### src/rtl/mem_arbiter.sv
// mem_arbiter: shares one single-port memory bus between the instruction-fetch
// port and the MEM-stage data port. One request becomes one bus transaction;
// the result of each port is held until the pipeline advances.
//
// Bus handshake: bus_req_o is raised together with stable bus_we_o, bus_addr_o,
// bus_sel_o and bus_wdata_o and stays high until the cycle after bus_ack_i is
// seen high; a transaction completes in exactly the cycle where
// bus_req_o && bus_ack_i. bus_ack_i while bus_req_o is low is ignored.
module mem_arbiter #(
    parameter int unsigned TIMEOUT = 16
) (
    input  logic        clk,
    input  logic        rst,
    input  logic        if_ce_i,
    input  logic [31:0] if_addr_i,
    output logic [31:0] if_data_o,
    output logic        if_stallreq_o,
    input  logic        mem_ce_i,
    input  logic        mem_we_i,
    input  logic [31:0] mem_addr_i,
    input  logic [3:0]  mem_sel_i,
    input  logic [31:0] mem_data_i,
    output logic [31:0] mem_data_o,
    output logic        mem_stallreq_o,
    input  logic        advance_i,
    output logic        bus_req_o,
    output logic        bus_we_o,
    output logic [31:0] bus_addr_o,
    output logic [3:0]  bus_sel_o,
    output logic [31:0] bus_wdata_o,
    input  logic [31:0] bus_rdata_i,
    input  logic        bus_ack_i,
    output logic        bus_err_o,
    output logic        dbg_state
);

    // Counter only needs to reach TIMEOUT-1; keep at least one bit.
    localparam int unsigned CW = (TIMEOUT < 2) ? 1 : $clog2(TIMEOUT + 1);
    localparam logic [CW-1:0] TO_LAST = (TIMEOUT == 0) ? '0 : CW'(TIMEOUT - 1);

    localparam logic [0:0] IDLE = 1'b0;
    localparam logic [0:0] BUSY = 1'b1;

    logic [0:0]    state;
    logic          owner;      // 0 = instruction port, 1 = data port
    logic [CW-1:0] cnt;
    logic          held_i;
    logic          held_d;

    logic          pend_i;
    logic          pend_d;
    logic          ack_fire;
    logic          timeout_fire;
    logic          done;
    logic          set_i;
    logic          set_d;
    logic [31:0]   result;

    // A port with a held result must not reissue its access, so both the
    // arbitration and the stall requests look at the pre-clear held flags.
    assign pend_d = mem_ce_i & ~held_d;
    assign pend_i = if_ce_i & ~held_i;

    assign mem_stallreq_o = pend_d;
    assign if_stallreq_o  = pend_i;

    assign ack_fire     = (state == BUSY) && bus_ack_i;
    assign timeout_fire = (state == BUSY) && !bus_ack_i && (TIMEOUT != 0)
                          && (cnt == TO_LAST);
    assign done         = ack_fire | timeout_fire;
    assign set_d        = done & owner;
    assign set_i        = done & ~owner;

    // Writes and timeouts return zero; only an acked read returns bus data.
    assign result = (ack_fire && !bus_we_o) ? bus_rdata_i : 32'h0;

    assign dbg_state = state;

    // Transaction FSM: arbitration in IDLE, hold bus outputs stable in BUSY.
    always_ff @(posedge clk or posedge rst) begin
        if (rst) begin
            state       <= IDLE;
            owner       <= 1'b0;
            cnt         <= '0;
            bus_req_o   <= 1'b0;
            bus_we_o    <= 1'b0;
            bus_addr_o  <= 32'h0;
            bus_sel_o   <= 4'h0;
            bus_wdata_o <= 32'h0;
            bus_err_o   <= 1'b0;
        end else begin
            bus_err_o <= 1'b0;
            case (state)
                IDLE: begin
                    cnt <= '0;
                    if (pend_d) begin
                        state       <= BUSY;
                        owner       <= 1'b1;
                        bus_req_o   <= 1'b1;
                        bus_we_o    <= mem_we_i;
                        bus_addr_o  <= mem_addr_i;
                        bus_sel_o   <= mem_sel_i;
                        bus_wdata_o <= mem_data_i;
                    end else if (pend_i) begin
                        state       <= BUSY;
                        owner       <= 1'b0;
                        bus_req_o   <= 1'b1;
                        bus_we_o    <= 1'b0;
                        bus_addr_o  <= if_addr_i;
                        bus_sel_o   <= 4'hF;
                        bus_wdata_o <= 32'h0;
                    end
                end
                BUSY: begin
                    if (ack_fire) begin
                        state     <= IDLE;
                        bus_req_o <= 1'b0;
                        bus_we_o  <= 1'b0;
                        cnt       <= '0;
                    end else if (timeout_fire) begin
                        state     <= IDLE;
                        bus_req_o <= 1'b0;
                        bus_we_o  <= 1'b0;
                        bus_err_o <= 1'b1;
                        cnt       <= '0;
                    end else begin
                        cnt <= cnt + CW'(1);
                    end
                end
                default: begin
                    state     <= IDLE;
                    bus_req_o <= 1'b0;
                    bus_we_o  <= 1'b0;
                    cnt       <= '0;
                end
            endcase
        end
    end

    // Held flags: completion sets, pipeline advance clears, set has priority.
    always_ff @(posedge clk or posedge rst) begin
        if (rst) begin
            held_i <= 1'b0;
            held_d <= 1'b0;
        end else begin
            held_i <= set_i | (held_i & ~advance_i);
            held_d <= set_d | (held_d & ~advance_i);
        end
    end

    // Result registers keep the last completed value for each port.
    always_ff @(posedge clk or posedge rst) begin
        if (rst) begin
            if_data_o  <= 32'h0;
            mem_data_o <= 32'h0;
        end else begin
            if (set_i) begin
                if_data_o <= result;
            end
            if (set_d) begin
                mem_data_o <= result;
            end
        end
    end

endmodule

### config.mk
export PLATFORM = sky130hd
export DESIGN_NAME = mem_arbiter
export DESIGN_NICKNAME = d
export VERILOG_FILES = /design/src/rtl/mem_arbiter.sv
export SDC_FILE = /design/constraint.sdc
export NUM_CORES = 1
export LEC_CHECK = 0
export ABC_CLOCK_PERIOD_IN_PS = 4300
export BUFFER_PORTS_ARGS = -buffer_cell sky130_fd_sc_hd__buf_2
export CAP_MARGIN = 0
export CORE_MARGIN = 4
export CORE_UTILIZATION = 42
export DETAILED_ROUTE_END_ITERATION = 8
export HOLD_SLACK_MARGIN = 0.12
export PLACE_DENSITY = 0.76
export SLEW_MARGIN = 20
export SYNTH_ARGS = -nofsm -noshare
export SYNTH_HDL_FRONTEND = slang
export SYNTH_SLANG_ARGS = --single-unit
### constraint.sdc
create_clock -name clk -period 4.3 [get_ports clk]
set_input_delay 0.43 -clock clk [delete_from_list [all_inputs] [get_ports clk]]
set_output_delay 0.43 -clock clk [all_outputs]
set_load 0.01 [all_outputs]
# After elaboration in Yosys (flattened, before gate mapping)
# Index checks and enable logic that the tools add are counted.
dict set report classes {
  mux 27
  addsub 1
  n_bitwise 14
  eq_ne 3
  reduce_logical 9
}
# op count
set op_table {}
lappend op_table {{$mux W32} 5}
lappend op_table {{$mux W1} 14}
lappend op_table {{$mux W5} 2}
lappend op_table {{$pmux W5 S2} 1}
lappend op_table {{$mux W4} 2}
lappend op_table {{$and A1 B1 Y1} 6}
lappend op_table {{$pmux W1 S2} 3}
lappend op_table {{$add A5 B1 Y5 const B} 1}
lappend op_table {{$eq A5 B4 Y1 const B} 1}
lappend op_table {{$not A1 Y1} 5}
lappend op_table {{$logic_and A1 B1 Y1} 4}
lappend op_table {{$reduce_and A2 Y1} 2}
lappend op_table {{$ne A3 B1 Y1 const B} 1}
lappend op_table {{$ne A3 B3 Y1 const B} 1}
lappend op_table {{$or A1 B1 Y1} 3}
lappend op_table {{$logic_not A1 Y1} 2}
lappend op_table {{$reduce_bool A2 Y1} 1}
dict set report word_totals {
  wordCells 67
  input_bits 139
  register_bits 144
  output_inout_bits 138
}

# Logic depth before layout (Yosys ltp)
dict set report logic_depth {
  word_depth 6
  depth_mapped 5
}

# Worst setup path before layout
# Ideal clock, no wire load.
dict set report synth_path {
  kind {register to register}
  from {reg held_i}
  to {reg bus_addr_o[10]}
  stages_incl_launch_ff 5
  arrival_ns 1.350
  slack_ns 2.825
  synth_period_minus_slack_ns 1.475
  setup_time_ns 0.125
  path_cell_list {dfrtp_1 nand2b_1 a21oi_4 buf_6 mux2_4}
}
dict set report synth_via {
  elab_chain_len 4
}
# element line
set synth_lines {}
lappend synth_lines {{from (decl)} 47} ;# logic held_i;
lappend synth_lines {{from (signal assigned)} 146} ;# held_i <= set_i | (held_i & ~advance_i);
lappend synth_lines {{$not A1 Y1} 62} ;# assign pend_i = if_ce_i & ~held_i;
lappend synth_lines {{$and A1 B1 Y1} 62}
lappend synth_lines {{$reduce_bool A2 Y1 (no source line)} --}
lappend synth_lines {{$reduce_and A2 Y1 (no source line)} --}
lappend synth_lines {{to (signal assigned)} 101} ;# bus_addr_o <= mem_addr_i;
lappend synth_lines {{to (signal assigned)} 109} ;# bus_addr_o <= if_addr_i;
lappend synth_lines {{to (decl)} 28} ;# output logic [31:0] bus_addr_o,
# Every way passes these cells.
# A chain may end at the register's enable or synchronous reset.

# Worst setup path in the final report
dict set report layout_path {
  from {reg held_d}
  to {reg bus_addr_o[19]}
}
dict set report layout_via {
  elab_chain_len 4
  word_cells_on_any_way 5
  cone_classes {mux (1); bitwise (2); reduce/logical (2)}
}
# element line
set layout_lines {}
lappend layout_lines {{from (decl)} 48} ;# logic held_d;
lappend layout_lines {{from (signal assigned)} 147} ;# held_d <= set_d | (held_d & ~advance_i);
lappend layout_lines {{$not A1 Y1 (*)} 61} ;# assign pend_d = mem_ce_i & ~held_d;
lappend layout_lines {{$and A1 B1 Y1 (*)} 61}
lappend layout_lines {{$reduce_bool A2 Y1 (no source line)} --}
lappend layout_lines {{$reduce_and A2 Y1 (no source line)} --}
# Every way passes the cells marked *; elsewhere a longest branch is shown, timed or not.

==> results.toml <==
[status]
status = "complete, no violations"

[timing]
worstMarginPinSlew_ps = 973.8
drv_slew = 0
period_minus_slack_ps = 2286
finalCritPeriodShare = 0.5316
fmax_mhz = 437.4
finalHoldViolCount = 0
grt_setup_unrepaired = "false"
relSlewSlack = 0.3508
final.setup.tns_ps = 0
skew_ps = 8.990
setup_viol = 0

[cts]
cts_root_buf = "clkbuf_16"
cts.clk_slew.worst_paths_ps = 50
numClockSinks = 144
insertion_delay_ps = 420
tritoncts = "done"
htreeDepth = 4
cts_resized = 0
post_cts_buffers = 0
cts_max_path_buffers = 2
cts_made_buffers = 17
ctsHoldBuffers = 0

[grt]
grt_pass1_wl_um = 24580
antenna_found_initial = 1
grt_start_max_net_pins = 114
grt_pass1_vias = 4793
grt_usage = 0.1930
overflow = 0

[worst_setup_path]
cp.required_ps = 4590
cp-start-kind = "flop"
setup.worst_path.end_class = "flop"
cp.arrival_ps = 2580
crit_slowest_cell = "a21oi_4"
crit_type = "reg2reg"
crit_fanout = 40
cp_slowest_stage_delay_ps = 700
path_cells = "nand2b_4 -> a21oi_4 -> buf_16 -> mux2_2"

[placed_design]
hpwl_um = 11170
gp_congestion = 0.8599
portBuffers = 276
dp.cells = 813

[die]
core_area_um2 = 13830
io_pins = 277
die_y_um = 126.4
placementRows = 43
dieArea_um2 = 15980
die_x_um = 126.4
start_util = 0.4260

[power_and_ir_drop]
leakage_uw = 0.004076
power_density_nw_per_um2 = 789.4
peakVddDrop_mv = 0.4254

[finish]
layout-drive-gt1-share = 0.5805
synthToLayoutAreaGrowth_pct = 35.47
nets = 792
layout_common_cells = "buf_2, dfrtp_1, a32o_1"
nFillCells = 1120
fin_cells = 846
layout_commonest_cell = "buf_2"

[flow_run]
drv_cap = 0

[drt]
route.detailed.drc = 0
vias = 4553
drt-pass1-iter-count = 5
antenna_left = 0
drt_iter0_drc = 260
via_per_inst = 5.382
wl_per_cell_um = 18.55
wl_um = 15690

[synthesis]
postSynthCellCount = 386
ys_types = 33
ys.flop_type = "dfrtp_1"
yosys-top-cells-area = "dfrtp_1, a32o_1, mux2_4"
seq_area_frac_synth = 0.6117
synth_nets = 526
synth_top_area_frac = 0.6117
synth_top_area_cell = "dfrtp_1"
yosysWarnings = 0
avgSynthCellArea_um2 = 15.26
synth-edff-count = 0
yosys_register_bits = 144
syn_area_um2 = 5891
ys_async_sr_fraction = 1.000

[hold_path]
hold_path_class = "in2reg"
==> layout make-up <==
cell class | instances | area (um2) | share of cell area
timing repair buffer | 283 | 1454 | 0.1822
inverter | 7 | 31.28 | 0.003920
clock buffer | 22 | 474.2 | 0.05942
multi-input combinational | 199 | 2057 | 0.2578
sequential | 144 | 3603 | 0.4516
tap | 180 | 225.2 | 0.02822
antenna | 1 | 2.502 | 0.0003136
clock inverter | 10 | 132.6 | 0.01662
==> worst max-delay path, delay by kind of cell (launching register included) <==
kind	cells	cell delay (ps)
mux	1	350
buf+inv	1	250
flops	1	380
compound gates	1	700
simple gates	1	430
==> state kept, by name, summed over array words and instances (netlist names) <==
name and flops:
bus_err_o 1, held_i 1, bus_wdata_o 32, bus_we_o 1
bus_addr_o 32, bus_req_o 1, mem_data_o 32, bus_sel_o 4
cnt 5, held_d 1, owner 1, if_data_o 32
dbg_state 1
==> per-layer routing <==
metal | global-route usage | wire length (um)
met1 | 0.2273 | 5894
met4 | 0.09148 | 416
met2 | 0.3288 | 8149
met5 | 0 | 0
met3 | 0.05137 | 1230
==> logic make-up after synthesis <==
logic type	after synthesis	share of synthesized area
AOI/OAI and AO/OA	110	0.1763
xor gates and xnor gates	2	0.002974
adders and majority gates	1	0.002124
buffers and inverters	43	0.04227
DFF	144	0.6117
muxes	64	0.1427
and+or+nand+nor	22	0.02188
==> metrics by stage <==
step | hold slack [ps] | cell area [um2] | util | power [uW] | worst slack (ps)
finish | 208.5 | 7980 | 0.5771 | 6300 | 2014
global route | 216.7 | 7980 | 0.5771 | 6647 | 1892
CTS | 190.7 | 7971 | 0.5765 | 6377 | 1953
detailed placement | 462.4 | 7365 | 0.5326 | 4855 | 1882
global placement | 446.7 | 7337 | 0.5306 | 4722 | 1740
floorplan | 432.9 | 5891 | - | 3873 | 3.722
==> path summary, 6_finish.rpt <==
kind,from,depth (start not counted),endpoint,slack [ps]
max,held_d$_DFF_PP0_,4,bus_addr_o[19]$_DFFE_PP0P_,2010
min,advance_i,2,held_d$_DFF_PP0_,210
max reg2reg,held_d$_DFF_PP0_,4,bus_addr_o[19]$_DFFE_PP0P_,2010
min reg2reg,cnt[0]$_DFF_PP0_,1,cnt[0]$_DFF_PP0_,470
max in group asynchronous,rst,3,bus_wdata_o[24]$_DFFE_PP0P_,3090
min in group asynchronous,rst,2,if_data_o[3]$_DFFE_PP0P_,240
==> power by group <==
group | total [uW] | switching (uW) | internal, uW
clock network | 1480 | 529 | 956
registers | 2350 | 375 | 1980
logic | 2460 | 1240 | 1220
==> synth_stat cells (3+ instances only) <==
cell type,n
a32o_1,64
inv_1,7
nor2b_1,3
nor2_1,5
a22o_1,32
mux2_2,32
buf_6,5
dfrtp_1,144
mux2_4,32
o21ai_0,4
buf_2,27
o32a_1,4
Note: power is estimated with default switching activity, not from simulation.
